## src/rtl/libv_pkg.sv

```systemverilog
// Shared library types: the command encoding understood by the libv deque family.
package libv_pkg;

    typedef enum logic [1:0] {
        OpPushBack  = 2'd0,
        OpPushFront = 2'd1,
        OpPopFront  = 2'd2,
        OpPopBack   = 2'd3
    } deque_op_t;

endpackage

```

## src/rtl/ob_pkg.sv

```systemverilog
// Order-book types shared by the market-order deque and its command sequencer.
package ob_pkg;

    localparam int UID_W   = 8;
    localparam int QTY_W   = 16;
    localparam int ACCUM_W = 20;

    typedef logic [UID_W-1:0]   uid_t;
    typedef logic [QTY_W-1:0]   quantity_t;
    typedef logic [ACCUM_W-1:0] accum_quantity_t;

    typedef struct packed {
        uid_t      uid;
        quantity_t quantity;
    } table_t;

    typedef enum logic {
        MK_ADD  = 1'b0,
        MK_TAKE = 1'b1
    } mk_ctrl_op_t;

    typedef enum logic [1:0] {
        MK_OK     = 2'd0,
        MK_FULL   = 2'd1,
        MK_KILLED = 2'd2,
        MK_BADQTY = 2'd3
    } mk_ctrl_status_t;

    typedef enum logic [2:0] {
        ST_IDLE    = 3'd0,
        ST_ADD     = 3'd1,
        ST_POP     = 3'd2,
        ST_SETTLE  = 3'd3,
        ST_PUSHREM = 3'd4,
        ST_RSP     = 3'd5
    } mk_ctrl_state_t;

endpackage

```

## src/rtl/ob_mk_ctrl.sv

```systemverilog
// Market-order command sequencer: turns ADD/TAKE requests into deque commands,
// filling TAKEs Fill-or-Kill head-first and emitting one fill per touched entry.
//
// Handshake: a request is accepted on a cycle where req_vld && req_rdy; req_rdy
// is high only in IDLE, the requester holds req_* stable until accepted, and
// exactly one rsp_vld strobe answers every accepted request.
module ob_mk_ctrl
    import ob_pkg::*;
    import libv_pkg::*;
#(
    parameter int N = 8
) (
    input  logic            clk,
    input  logic            rst,
    input  logic            req_vld,
    output logic            req_rdy,
    input  mk_ctrl_op_t     req_op,
    input  table_t          req_data,
    output logic            dq_cmd_vld,
    output deque_op_t       dq_cmd_op,
    output table_t          dq_cmd_push_data,
    input  logic            dq_head_vld_r,
    input  table_t          dq_head_r,
    input  logic            dq_empty_w,
    input  logic            dq_full_w,
    input  accum_quantity_t dq_quantity_r,
    output logic            fill_vld,
    output uid_t            fill_uid,
    output quantity_t       fill_quantity,
    output logic            rsp_vld,
    output mk_ctrl_status_t rsp_status,
    output mk_ctrl_state_t  dbg_state
);

    mk_ctrl_state_t  state, state_nx;
    quantity_t       rem, rem_nx;
    table_t          hold, hold_nx;
    mk_ctrl_status_t status_nx;

    logic            cmd_vld_nx;
    deque_op_t       cmd_op_nx;
    table_t          push_data_nx;
    logic            fill_vld_nx;
    uid_t            fill_uid_nx;
    quantity_t       fill_qty_nx;

    logic            accept;
    quantity_t       pop_rem;
    logic            head_ok;
    logic            head_whole;

    assign accept     = req_vld && req_rdy;
    // Outputs are registered, so the pop decision is made on entry to POP using
    // the remainder that POP will see: the fresh request or the running rem.
    assign pop_rem    = (state == ST_IDLE) ? req_data.quantity : rem;
    assign head_ok    = dq_head_vld_r && !dq_empty_w;
    assign head_whole = (dq_head_r.quantity <= pop_rem);
    assign dbg_state  = state;

    always_comb begin
        state_nx     = state;
        rem_nx       = rem;
        hold_nx      = hold;
        status_nx    = MK_OK;
        cmd_vld_nx   = 1'b0;
        cmd_op_nx    = OpPushBack;
        push_data_nx = '0;
        fill_vld_nx  = 1'b0;
        fill_uid_nx  = '0;
        fill_qty_nx  = '0;

        case (state)
            ST_IDLE: begin
                if (accept) begin
                    if (req_op == MK_ADD) begin
                        if (req_data.quantity == '0) begin
                            state_nx  = ST_RSP;
                            status_nx = MK_BADQTY;
                        end else if (dq_full_w) begin
                            state_nx  = ST_RSP;
                            status_nx = MK_FULL;
                        end else begin
                            state_nx = ST_ADD;
                            hold_nx  = req_data;
                        end
                    end else begin
                        rem_nx = req_data.quantity;
                        if (req_data.quantity == '0) begin
                            state_nx  = ST_RSP;
                            status_nx = MK_BADQTY;
                        end else if (dq_quantity_r < accum_quantity_t'(req_data.quantity)) begin
                            state_nx  = ST_RSP;
                            status_nx = MK_KILLED;
                        end else begin
                            state_nx = ST_POP;
                        end
                    end
                end
            end
            ST_ADD: begin
                state_nx = ST_RSP;
            end
            ST_POP: begin
                if (!head_ok) begin
                    state_nx  = ST_RSP;
                    status_nx = MK_KILLED;
                end else if (head_whole) begin
                    rem_nx   = rem - dq_head_r.quantity;
                    state_nx = (rem_nx != '0) ? ST_SETTLE : ST_RSP;
                end else begin
                    hold_nx.uid      = dq_head_r.uid;
                    hold_nx.quantity = dq_head_r.quantity - rem;
                    rem_nx           = '0;
                    state_nx         = ST_PUSHREM;
                end
            end
            ST_SETTLE: begin
                state_nx = ST_POP;
            end
            ST_PUSHREM: begin
                state_nx = ST_RSP;
            end
            ST_RSP: begin
                state_nx = ST_IDLE;
            end
            default: begin
                state_nx = ST_IDLE;
            end
        endcase

        // Output values for the state being entered.
        case (state_nx)
            ST_ADD: begin
                cmd_vld_nx   = 1'b1;
                cmd_op_nx    = OpPushBack;
                push_data_nx = hold_nx;
            end
            ST_POP: begin
                if (head_ok) begin
                    cmd_vld_nx  = 1'b1;
                    cmd_op_nx   = OpPopFront;
                    fill_vld_nx = 1'b1;
                    fill_uid_nx = dq_head_r.uid;
                    fill_qty_nx = head_whole ? dq_head_r.quantity : pop_rem;
                end
            end
            ST_PUSHREM: begin
                cmd_vld_nx   = 1'b1;
                cmd_op_nx    = OpPushFront;
                push_data_nx = hold_nx;
            end
            default: begin
            end
        endcase
    end

    always_ff @(posedge clk or negedge rst) begin
        if (!rst) begin
            state            <= ST_IDLE;
            rem              <= '0;
            hold             <= '0;
            req_rdy          <= 1'b0;
            dq_cmd_vld       <= 1'b0;
            dq_cmd_op        <= OpPushBack;
            dq_cmd_push_data <= '0;
            fill_vld         <= 1'b0;
            fill_uid         <= '0;
            fill_quantity    <= '0;
            rsp_vld          <= 1'b0;
            rsp_status       <= MK_OK;
        end else begin
            state            <= state_nx;
            rem              <= rem_nx;
            hold             <= hold_nx;
            req_rdy          <= (state_nx == ST_IDLE);
            dq_cmd_vld       <= cmd_vld_nx;
            dq_cmd_op        <= cmd_op_nx;
            dq_cmd_push_data <= push_data_nx;
            fill_vld         <= fill_vld_nx;
            fill_uid         <= fill_uid_nx;
            fill_quantity    <= fill_qty_nx;
            rsp_vld          <= (state_nx == ST_RSP);
            rsp_status       <= (state_nx == ST_RSP) ? status_nx : MK_OK;
        end
    end

    // Per-request fill bookkeeping, used only to check the FOK invariants.
    logic                       trk_take;
    quantity_t                  trk_want;
    accum_quantity_t            trk_got;
    logic [$clog2(N+1):0]       trk_fills;

    always_ff @(posedge clk or negedge rst) begin
        if (!rst) begin
            trk_take  <= 1'b0;
            trk_want  <= '0;
            trk_got   <= '0;
            trk_fills <= '0;
        end else if (accept) begin
            trk_take  <= (req_op == MK_TAKE);
            trk_want  <= req_data.quantity;
            trk_got   <= '0;
            trk_fills <= '0;
        end else if (fill_vld) begin
            trk_got   <= trk_got + accum_quantity_t'(fill_quantity);
            trk_fills <= trk_fills + 1'b1;
        end
    end

    a_no_cmd_idle_rsp: assert property (@(posedge clk) disable iff (!rst)
        dq_cmd_vld |-> !(state inside {ST_IDLE, ST_RSP}));

    a_no_push_full: assert property (@(posedge clk) disable iff (!rst)
        (dq_cmd_vld && (dq_cmd_op == OpPushBack || dq_cmd_op == OpPushFront)) |-> !dq_full_w);

    a_head_present: assert property (@(posedge clk) disable iff (!rst)
        (state == ST_POP) |-> head_ok);

    a_fill_bound: assert property (@(posedge clk) disable iff (!rst)
        32'(trk_fills) <= N);

    a_fok_sum: assert property (@(posedge clk) disable iff (!rst)
        (rsp_vld && trk_take && rsp_status == MK_OK) |-> (trk_got == accum_quantity_t'(trk_want)));

endmodule

```

## config.mk

```make
export PLATFORM = sky130hd
export DESIGN_NAME = ob_mk_ctrl
export DESIGN_NICKNAME = d
export VERILOG_FILES = /design/src/rtl/libv_pkg.sv /design/src/rtl/ob_pkg.sv /design/src/rtl/ob_mk_ctrl.sv
export SDC_FILE = /design/constraint.sdc
export NUM_CORES = 1
export LEC_CHECK = 0
export CORE_ASPECT_RATIO = 0.8
export CORE_MARGIN = 3
export CORE_UTILIZATION = 47
export DETAILED_ROUTE_END_ITERATION = 16
export PLACE_DENSITY = 0.78
export RECOVER_POWER = 25
export SYNTH_ARGS = -nofsm -noshare
export SYNTH_HDL_FRONTEND = slang
export SYNTH_SLANG_ARGS = --single-unit
```

## constraint.sdc

```tcl
create_clock -name clk -period 3.2 [get_ports clk]
set_input_delay 0.48 -clock clk [delete_from_list [all_inputs] [get_ports clk]]
set_output_delay 0.48 -clock clk [all_outputs]
set_load 0.03 [all_outputs]
```

* After elaboration in Yosys (flattened, before gate mapping)
Index checks and enable logic that the tools add are counted.
** Cells by class
- Muxes and demuxes :: 43
- $lt $le $gt $ge :: 2
- Add/sub/neg operators :: 2
- Reduce and logical (&&, ||, !) cells :: 11
- Equality and inequality tests :: 11
** Operators with widths (number)
- two-way mux 24 bit :: 7
- two-way mux 16 bit :: 8
- case mux 24 bit (2 select lines) :: 1
- case mux 16 bit (2 select lines) :: 1
- subtractor 16 bit :: 2
- two-way mux 3 bit :: 9
- less-than comparator 20 x 16 -> 1 bit :: 1
- <= comparator 16 bit :: 1
- zero test 16 bit :: 1
- two-way mux 2 bit :: 8
- two-way mux 8 bit :: 2
- nonzero test 16 bit :: 1
- case mux 3 bit (4 select lines) :: 1
- == test 3 x 2 -> 1 bit, second input constant :: 3
- == test 3 bit, second input constant :: 3
- case mux 2 bit (2 select lines) :: 2
- == test 3 x 1 -> 1 bit, second input constant :: 2
- zero test 3 bit :: 2
- != test 2 bit, second input constant :: 3
- AND reduction 4 bit :: 1
- OR reduction 2 bit :: 2
- two-way mux 1 bit :: 3
- logical AND 1 bit :: 2
- case mux 1 bit (2 select lines) :: 1
- other kinds (2) :: 2
** Storage, ports and cells
- Output and inout port bits :: 59
- Flip-flop bits (word level) :: 99
- Input port bits :: 75

* Logic depth before layout (Yosys ltp)
Gate-level depths: netlist of the first run.
- Depth after elaboration :: 9
- Gate-level depth with buffers :: 20
- Mapped depth without buffers :: 14

* Worst setup path after synthesis of the first run
Ideal clock, no wire load.
- Path kind :: reg2reg
- From :: reg state[2] (netlist: dbg_state[2])
- To :: reg dq_cmd_push_data[2] (netlist bit)
- Slack :: -513 ps
- Clock period less this slack :: 3713 ps
- Stages on the path, launching flop included :: 19
- Data arrival time :: 3594 ps
- Required time :: 3081 ps
- Buffers on the path :: 5
- Cell sequence :: dfrtp_1 buf_2 nor3_2 buf_4 buf_1 mux2i_1 ha_1 nor2b_1 o21ai_1 nand2_1 a211oi_1 nand3_2 and2_1 buf_6 nand2_4 inv_2 buf_6 a221o_1 and2_1
** RTL lines
- start, declared :: RTL line ob_mk_ctrl.sv:35 : mk_ctrl_state_t state, state_nx;
- start signal, assigned :: RTL line ob_mk_ctrl.sv:172 : state <= state_nx;
- end signal, assigned :: RTL line ob_mk_ctrl.sv:178 : dq_cmd_push_data <= push_data_nx;
- end, declared :: RTL line ob_mk_ctrl.sv:21 : output table_t dq_cmd_push_data,

==> summary.txt, run 1 <==
Status
  – Status: complete, but fails checks
  – Failing checks: setup timing

Yosys
  – Most frequent cell after synthesis: dfrtp_1
  – Syn avg cell area: 9.285 um^2
  – Main synth FF type: dfrtp_1
  – Synth Warn #: 0
  – Count of different cell masters after synthesis: 71
  – Commonest cells post-synth: dfrtp_1 (87), ha_1 (61), inv_1 (58), a21oi_1 (52), nor2_1 (43)
  – Sequential element share of the synthesized area: 0.3500
  – Synthesized area: 0.006221 mm^2
  – Area share of the largest cell type after synthesis: 0.3500
  – Mapped Cells: 670
  – Post-Syn Nets: 808
  – Area contributors post-synth: dfrtp_1 (35%), ha_1 (12%), a21oi_1 (4.2%)
  – Synth Register Bits: 87
  – Asr flop ratio synth: 1.000
  – EDFF count, synth: 0
  – Dominant cell type by area after synthesis: dfrtp_1

Detailed routing
  – Vias/cell: 5.818
  – Via count: 6406
  – Routed Antenna Nets: 0
  – Mean routed wirelength per cell: 20.85 um
  – Final WL: 22960 um
  – Drt first pass iters: 5
  – Initial DRC count: 564
  – DRC violations left: 0

Hold path
  – Hold Crit Class: input pin to async pin

Final layout
  – Nets: 1063
  – Area delta synth->final: 55.89%
  – Share of layout cells above drive strength 1: 0.3011
  – Diode count: 0

Timing
  – Tmin final: 3.376 ns
  – Relative slew margins: 0.1066
  – Clock skew: 0.007649 ns
  – Crit share post-route: 1.055
  – Final slew viol count: 0
  – Sum of negative setup slack: -3.218 ns
  – Final hold vios: 0
  – Final Hold Slack: 0.4175 ns
  – Worst setup margin: -0.1756 ns
  – Worst-margin pin slew: 1.340 ns
  – RSZ-0062 raised after global routing: true
  – Setup Viol. Count Final: 46
  – Max Freq: 296.2 MHz

Global routing
  – Vias in the first global route: 6380
  – Antenna violations before repair: 0
  – Total GRT Usage: 0.3078
  – Largest net degree at the start of global routing: 47
  – Total gr overflow: 0
  – First-pass GRT wire length: 34610 um

Floorplan
  – Core area: 0.01257 mm^2
  – Die Area: 0.01466 mm^2
  – Io pins: 134
  – Initial Util: 0.4950
  – Row count: 36
  – Chip width: 134.6 um
  – Die Y: 108.9 um

Placed design
  – PortBufs: 133
  – Routability Congestion: 0.9482
  – Dpl hpwl: 17150 um

Clocking
  – Clk buf depth: 2
  – Hold_buf cts: 0
  – CTS Buf Count: 9
  – CTS Root Cell: clkbuf_16
  – CTS tree: done
  – Worst-Skew Late Latency: 0.36 ns
  – H-tree depth: 3
  – Worst-path clk slew: 0.07 ns
  – CTS Sinks: 87

Worst setup path
  – Crit end category: register
  – CP max stage delay: 0.43 ns
  – Startpoint Class: register
  – CP Data Required Time: 3.45 ns
  – Critical-path top delay cell: dfrtp_2
  – CP Data Arrival Time: 3.63 ns
  – Crit Path Max Fanout: 6
  – Worst-path cell chain: nor3_4, buf_12, buf_4, mux2i_2, ha_1, a21o_1, a21oi_1, o21ai_1, nand2_1, nand3_2, nand3b_4, a211o_4, a221o_1, and2_1
  – Critical path class: register to register

Run
  – MaxCap Viol Count: 0

Power
  – Pleak: 4.446 nW
  – Tot Pwr: 0.007604 W
  – PwrDens: 784.1 mW/mm^2
  – Peak VDD IR: 456.4 uV
final timing paths:
kind                       slack (ns)  cells after the start                  end          from
max                             -0.18                     14  dq_cmd_push_data[6]  dbg_state[2]
min                              0.42                      1    fill_quantity[12]           rst
max reg2reg                     -0.18                     14  dq_cmd_push_data[6]  dbg_state[2]
min reg2reg                      0.54                      2             hold[13]      hold[13]
max in group asynchronous        1.87                      1         dbg_state[2]           rst
min in group clk                 0.54                      2             hold[13]      hold[13]
cell type report:
cell class	instances	area (um^2)
Fill cell	815	2869
Tap cell	171	214.0
Clock inverter	7	73.82
Multi-Input combinational cell	486	4203
Sequential cell	87	2181
Inverter	60	230.2
Clock buffer	9	225.2
Timing Repair Buffer	281	2571
worst max-delay path, delay by kind of cell (launching register included):
| family | cells | cell delay (ns) |
|---|---|---|
| buffers and inverters | 2 | 0.30 |
| muxes | 1 | 0.28 |
| AOI/OAI and AO/OA | 5 | 1.30 |
| DFF | 1 | 0.43 |
| adders and majority gates | 1 | 0.19 |
| and+or+nand+nor | 5 | 0.77 |
cell usage in the layout, fill, tap and decap left out, types with 4 or more instances in the layout:
cell type	n
buf_4	135
clkdlybuf4s50_1	129
dfrtp_1	84
inv_1	58
ha_1	53
a21oi_1	49
nand2_1	39
nor2_1	31
a211oi_2	19
nand3_1	15
o21ai_1	15
a21o_1	15
a211oi_1	15
xnor2_1	14
and2_1	14
xor2_1	13
o21ai_0	12
mux2i_4	11
a22o_1	10
nor2_2	10
clkbuf_16	9
nand4_1	8
nor3_2	8
ha_4	8
buf_12	8
and2_4	7
o22ai_1	7
nor3_4	6
nor3_1	6
o21a_1	6
nor2b_1	5
a21oi_2	5
o22a_1	5
mux2i_2	4
mux2i_1	4
nor4_1	4
a221o_1	4
report_power, final:
group          switching [W]  total, W  internal (W)
Clock               0.000522   0.00107      0.000551
Combinational        0.00268   0.00511       0.00243
Sequential          0.000174   0.00142       0.00125
Total                0.00338   0.00760       0.00422
registers in the layout, indices dropped and copies added, names as in the netlist:
| signal | count |
|---|---|
| dbg_state | 3 |
| rsp_status | 2 |
| dq_cmd_vld | 1 |
| hold | 12 |
| req_rdy | 1 |
| fill_quantity | 16 |
| fill_uid | 8 |
| dq_cmd_push_data | 24 |
| rem | 16 |
| rsp_vld | 1 |
| dq_cmd_op | 2 |
| fill_vld | 1 |
through the flow:
| stage | setup slack [ns] | utilization | instances | instance area [um^2] |
|---|---|---|---|---|
| 6_report | -0.1756 | 0.7717 | 1101 | 9698 |
| 5_1_grt | -0.2691 | 0.7717 | 1101 | 9698 |
| 4_1_cts | -0.1384 | 0.7347 | 1093 | 9233 |
| 3_5_place_dp | -0.3893 | 0.6867 | 1070 | 8630 |
| 3_3_place_gp | -0.2607 | 0.6867 | 1070 | 8630 |
| 2_1_floorplan | -0.01996 | - | 670 | 6266 |
kinds of logic after synthesis:
family,Yosys count,synth area share
AO/OA/AOI/OAI,195,0.2289
XOR/XNOR,27,0.03801
adder cells (fa/ha/maj),63,0.1291
buffers and inverters,97,0.07100
flip-flops,87,0.3500
multiplexers,19,0.03057
AND/OR/NAND/NOR,182,0.1525
metal layers:
metal | part of all wire | global-route usage
met1 | 0.43 | 0.4184
met2 | 0.46 | 0.4889
met3 | 0.084 | 0.05720
met4 | 0.034 | 0.1228
met5 | 0 | 0
repair_timing:
item	CTS	global route
resized for setup	50	73
buffers inserted	7	9
pin swaps	11	29
setup endpoints to repair	68	79
Power figures use the tool's default switching activity.
==> run 2: changes to the inputs <==
--- a/config.mk
+++ b/config.mk
@@ -7,9 +7,9 @@
 export LEC_CHECK = 0
 export CORE_ASPECT_RATIO = 0.8
 export CORE_MARGIN = 3
-export CORE_UTILIZATION = 47
+export CORE_UTILIZATION = 52
 export DETAILED_ROUTE_END_ITERATION = 16
-export PLACE_DENSITY = 0.78
+export PLACE_DENSITY = 0.82
 export RECOVER_POWER = 25
 export SYNTH_ARGS = -nofsm -noshare
 export SYNTH_HDL_FRONTEND = slang
==> constraint.sdc (replaced) <==
create_clock -name clk -period 3.8 [get_ports clk]
set_input_delay 0.57 -clock clk [delete_from_list [all_inputs] [get_ports clk]]
set_output_delay 0.57 -clock clk [all_outputs]
set_load 0.03 [all_outputs]
==> run 2 against run 1 <==
Against the previous run:
- the flow finishes with violations (capacitance limit, slew limit)
- highest routed layer unchanged
- first-iteration DRC count shrank 42%
- fmax shrank 4.6%
- non-clock buffer count shrank 96
- clock skew shrank 0.0017 ns
- via count shrank 8.6%
- sequential power shrank 19%
- clock power shrank 12%
- routed wire length shrank 14%
- core utilization shrank 5.9 points
- design area shrank 15%
==> summary.txt, run 2 (synthesis gave the netlist of run 1 again) <==
Placed design
  – Dpl hpwl: 15300 um
  – Routability Congestion: 0.8982
  – Placed insts: 966
  – PortBufs: 133

Worst setup path
  – CP max stage delay: 0.44 ns
  – Critical-path top delay cell: o41ai_2
  – R2R Setup Slk: 0.26 ns
  – RR Endpoint: rsp_vld
  – Reg-to-reg startpoint: dbg_state[2]
  – Worst-path cell chain: nor3_2, buf_12, mux2i_1, ha_1, and2_1, o21ai_1, nand2_1, a211oi_1, nand3_2, and2_2, buf_4, o41ai_2, o21a_1
  – Crit end category: register
  – CP Data Required Time: 4.08 ns
  – Critical path class: register to register
  – Reg2Reg Depth: 13
  – Startpoint Class: register
  – CP Data Arrival Time: 3.82 ns
  – Crit Path Max Fanout: 18

Final layout
  – Share of layout cells above drive strength 1: 0.1271
  – Diode count: 0
  – Commonest non-fill, non-tap cell in the layout: clkdlybuf4s50_1
  – Core Util, Final: 0.7125
  – Commonest non-fill, non-tap cells in the layout: clkdlybuf4s50_1 (132), dfrtp_1 (87), ha_1 (61)
  – Most flops, register: dq_cmd_push_data
  – Fin cells: 982
  – Regs by FF count: dq_cmd_push_data: 24 flops, fill_quantity: 16 flops, rem: 16 flops
  – Number of flip-flops under the largest register name: 24
  – Nets: 967
  – Area delta synth->final: 32.90%

Global routing
  – Total GRT Usage: 0.2986
  – Met2 Usage GRT: 0.4710
  – GRT met1 Usage: 0.4057
  – Antenna violations before repair: 0
  – First-pass GRT wire length: 31350 um
  – Met3 Usage GRT: 0.06546
  – Largest net degree at the start of global routing: 63
  – Vias in the first global route: 5895
  – Total gr overflow: 0
  – Most used routing layer: met2

Timing
  – Worst-margin pin slew: 1.630 ns
  – RSZ-0062 raised after global routing: false
  – Setup Viol. Count Final: 0
  – Final hold vios: 0
  – Relative slew margins: -0.08696
  – Tmin final: 3.539 ns
  – Clock skew: 0.005945 ns
  – Max Freq: 282.5 MHz
  – Final slew viol count: 63
  – Crit share post-route: 0.9314

Clocking
  – H-tree depth: 3
  – CTS tree: done
  – CTS Sinks: 87
  – Clk buf depth: 2
  – Worst-path clk slew: 0.06 ns
  – Post CTS Setup Buffer Count: 0
  – CTS Root Cell: clkbuf_16
  – CTS Buf Count: 9
  – Worst-Skew Late Latency: 0.35 ns

Power
  – Switching Fraction: 0.4522
  – PwrDens: 609.9 mW/mm^2
  – Internal cell power: 0.002762 W
  – NetSw: 0.002280 W
  – Logic pwr share: 0.587
  – Tot Pwr: 0.005043 W
  – Clk pwr share: 0.186
  – Peak VDD IR: 339.2 uV
  – Pleak: 3.859 nW
  – Sequential share of power: 0.227

Floorplan
  – Die Area: 0.01332 mm^2
  – Initial Util: 0.5361
  – Row count: 35
  – Io pins: 134
  – Die Y: 103.8 um
  – Chip width: 128.3 um
  – Core area: 0.01160 mm^2

Hold path
  – Hold Crit Class: register to register
  – Hold Path End: hold[4]
  – Hold depth: 1
  – Hold Path Origin: hold[4]

Run
  – MaxCap Viol Count: 1

Detailed routing
  – Vias/cell: 5.959
  – Routed Antenna Nets: 0
  – Initial DRC count: 326
  – Drt first pass iters: 5
  – Via count: 5852
  – Mean routed wirelength per cell: 20.20 um
  – DRC violations left: 0
  – Final WL: 19830 um

Status
  – Status: complete, but fails checks
  – Failing checks: capacitance limit, slew limit
[run 2: what timing repair did]
item / CTS / global route
gates resized for setup: 0 / 1
endpoints found under the setup margin: 0 / 11
hold buffers: 0 / 0
[run 2: worst max path at each step]
stage               slack, ns          from                   to  cells past startpoint
global route             0.07  dbg_state[2]  dq_cmd_push_data[3]                     14
global placement         0.06   req_data[9]     fill_quantity[6]                     14
floorplan                0.09  dbg_state[2]  dq_cmd_push_data[2]                     18
CTS                      0.18  dbg_state[2]  dq_cmd_push_data[3]                     14
finish                   0.26  dbg_state[2]              rsp_vld                     13
detailed placement     -0.003   req_data[9]     fill_quantity[4]                     14
[run 2: stage by stage]
step                  TNS, ns  area (um^2)  hold slack [ns]  setup slack, ns
finish                      0         8268           0.5506           0.2608
global route                0         8268           0.5687          0.07337
CTS                         0         8270           0.3581           0.1804
detailed placement  -0.003106         7959           0.5335        -0.003106
global placement            0         7959           0.5054          0.06162
floorplan                   0         6221           0.2744          0.08717
[run 2: metal layers]
layer | vias up | routed length, um | share of wire
met1 | 2822 | 8530 | 0.43
met4 | 0 | 587 | 0.030
met2 | 281 | 9110 | 0.46
met3 | 45 | 1604 | 0.081
met5 | - | 0 | 0
li1 | 2704 | - | -
[run 2: worst max-delay path: cells and delay by family, from the launching register on]
kind	cells	cell delay [ns]
multiplexers	1	0.32
AND/OR/NAND/NOR	5	1.03
adder cells (fa/ha/maj)	1	0.28
AO/OA/AOI/OAI	4	1.01
flip-flops	1	0.40
buffers and inverters	2	0.43
[run 2: area by class of cell]
| cell class | instances | area (um^2) |
|---|---|---|
| multi-input cells | 486 | 3615 |
| flip-flops and latches | 87 | 2177 |
| fillers | 873 | 3337 |
| clock buffers | 10 | 239.0 |
| clock inverters | 6 | 72.57 |
| well taps | 148 | 185.2 |
| repair buffers | 185 | 1754 |
| inverters | 60 | 225.2 |
[run 2: power groups by stage]
stage	sequential [W]	combinational (W)	clock (W)
floorplan	0.00119	0.00197	0
global placement	0.00116	0.00284	0
detailed placement	0.00116	0.00289	0
CTS	0.00114	0.00292	0.000954
global route	0.00116	0.00320	0.000989
finish	0.00115	0.00296	0.000938
==> run 3: changes to the inputs <==
--- a/config.mk
+++ b/config.mk
@@ -7,9 +7,10 @@
 export LEC_CHECK = 0
 export CORE_ASPECT_RATIO = 0.8
 export CORE_MARGIN = 3
-export CORE_UTILIZATION = 52
+export CORE_UTILIZATION = 47
 export DETAILED_ROUTE_END_ITERATION = 16
-export PLACE_DENSITY = 0.82
+export GPL_ROUTABILITY_DRIVEN = 0
+export PLACE_DENSITY = 0.78
 export RECOVER_POWER = 25
 export SYNTH_ARGS = -nofsm -noshare
 export SYNTH_HDL_FRONTEND = slang
==> constraint.sdc (replaced) <==
create_clock -name clk -period 2.9 [get_ports clk]
set_input_delay 0.435 -clock clk [delete_from_list [all_inputs] [get_ports clk]]
set_output_delay 0.435 -clock clk [all_outputs]
set_load 0.03 [all_outputs]
==> run 3 against run 2 <==
Against the previous run:
- the flow finishes with violations (setup timing)
- fmax is 5.6% higher
- setup slack worse by 0.71 ns
- total power is 67% higher
- hold slack got worse by 0.15 ns
==> summary.txt, run 3 (synthesis gave the netlist of run 1 again) <==
Clocking
  – CTS Root Cell: clkbuf_16
  – H-tree depth: 3
  – Clk buf depth: 2
  – Worst-path clk slew: 0.08 ns
  – CTS tree: done
  – Hold_buf cts: 0
  – CTS Sinks: 87
  – Worst-Skew Late Latency: 0.36 ns
  – CTS Buf Count: 9

Timing
  – Clock skew: 0.01172 ns
  – Max Freq: 298.5 MHz
  – Sum of negative setup slack: -25.26 ns
  – Setup Viol. Count Final: 85
  – Final Hold Slack: 0.4001 ns
  – Tmin final: 3.350 ns
  – Worst setup margin: -0.4502 ns
  – Worst-margin pin slew: 1.402 ns
  – Crit share post-route: 1.155
  – Relative slew margins: 0.06558
  – RSZ-0062 raised after global routing: true
  – Final slew viol count: 0
  – Final hold vios: 0

Floorplan
  – Core area: 0.01257 mm^2
  – Io pins: 134
  – Row count: 36
  – Initial Util: 0.4950
  – Die Area: 0.01466 mm^2
  – Chip width: 134.6 um
  – Die Y: 108.9 um

Power
  – PwrDens: 871.6 mW/mm^2
  – Peak VDD IR: 540.2 uV
  – Internal cell power: 0.004659 W
  – NetSw: 0.003765 W
  – Logic pwr share: 0.674
  – Sequential share of power: 0.184
  – Switching Fraction: 0.4469
  – Tot Pwr: 0.008424 W
  – Clk pwr share: 0.142
  – Pleak: 4.465 nW

Status
  – Failing checks: setup timing
  – Status: complete, but fails checks

Final layout
  – Commonest non-fill, non-tap cells in the layout: buf_4 (141), clkdlybuf4s50_1 (131), dfrtp_1 (84)
  – Fin area: 0.009666 mm^2
  – Area delta synth->final: 55.37%
  – Most flops, register: dq_cmd_push_data
  – Commonest non-fill, non-tap cell in the layout: buf_4
  – Diode count: 0
  – Regs by FF count: dq_cmd_push_data: 24 flops, fill_quantity: 16 flops, rem: 16 flops
  – Number of flip-flops under the largest register name: 24
  – Nets: 1073
  – Share of layout cells above drive strength 1: 0.2957

Worst setup path
  – Critical path class: register to register
  – Crit end category: register
  – CP Data Required Time: 3.15 ns
  – Crit Path Max Fanout: 7
  – RR Endpoint: dq_cmd_push_data[6]
  – CP Data Arrival Time: 3.60 ns
  – Reg-to-reg startpoint: dbg_state[2]
  – Startpoint Class: register
  – R2R Setup Slk: -0.45 ns
  – Reg2Reg Depth: 14

Global routing
  – Antenna violations before repair: 0
  – First-pass GRT wire length: 35000 um
  – Largest net degree at the start of global routing: 50
  – Total gr overflow: 0
  – Total GRT Usage: 0.3073
  – Vias in the first global route: 6726

Placed design
  – PortBufs: 133
  – Dpl hpwl: 15820 um
  – Area post-placement: 0.008687 mm^2
  – DP Worst Slack: -0.7128 ns

Detailed routing
  – Initial DRC count: 549
  – Final WL: 22950 um
  – Drt first pass iters: 6
  – Vias/cell: 5.920
  – Via count: 6577
  – Routed Antenna Nets: 0
  – Mean routed wirelength per cell: 20.65 um
  – DRC violations left: 0

Run
  – MaxCap Viol Count: 0

Hold path
  – Hold Crit Class: input pin to async pin
run 3: worst max-delay path by stage:
stage,startpoint,to,slack [ns],cells past startpoint
finish,dbg_state[2],dq_cmd_push_data[6],-0.45,14
global placement,req_data[11],fill_quantity[4],-0.60,13
global route,dbg_state[2],dq_cmd_push_data[6],-0.56,14
CTS,dbg_state[0],dq_cmd_push_data[9],-0.39,17
detailed placement,req_data[11],fill_quantity[4],-0.71,13
floorplan,dbg_state[2],dq_cmd_push_data[2],-0.32,18
run 3: metal layers:
layer	track usage	share of wire	vias to the layer above
met5	0	0	-
met4	0.1206	0.042	0
met3	0.08856	0.11	88
met2	0.5000	0.45	459
met1	0.3892	0.39	3113
li1	-	-	2917
run 3: layout make-up:
cell class	count	area, um^2
Clock buffer	9	225.2
Clock inverter	7	73.82
Fill cell	764	2902
Inverter	60	230.2
Multi-Input combinational cell	486	4083
Sequential cell	87	2181
Tap cell	171	214.0
Timing Repair Buffer	291	2659
run 3: worst max-delay path, cell delays in order, from the launching register on:
cell,delay [ns]
dfrtp_2,0.43
nor3_4,0.23
buf_6,0.13
buf_12,0.15
mux2i_4,0.29
ha_4,0.15
nand4_1,0.20
nor4_2,0.20
buf_4,0.19
a211oi_4,0.07
nand3_2,0.14
nand3b_4,0.12
a211o_4,0.37
a221o_1,0.37
and2_1,0.17
run 3: metrics by stage:
step / instances / utilization
2_1_floorplan: 670 / -
3_3_place_gp: 1076 / 0.6913
3_5_place_dp: 1076 / 0.6913
4_1_cts: 1108 / 0.7508
5_1_grt: 1111 / 0.7691
6_report: 1111 / 0.7691
run 3: power groups by stage:
stage / logic [W] / clock network, W / registers [W]
after CTS: 0.00513 / 0.00119 / 0.00153
after detailed placement: 0.00460 / 0 / 0.00154
after global routing: 0.00600 / 0.00125 / 0.00157
after global placement: 0.00446 / 0 / 0.00153
after floorplan: 0.00272 / 0 / 0.00157
final: 0.00568 / 0.00119 / 0.00155
run 3: what timing repair did:
action / 4_1_cts / 5_1_grt
buffers inserted: 15 / 3
setup endpoints to repair: 84 / 86
gates cloned: 2 / 0
pin swaps: 18 / 9
resized for setup: 64 / 37
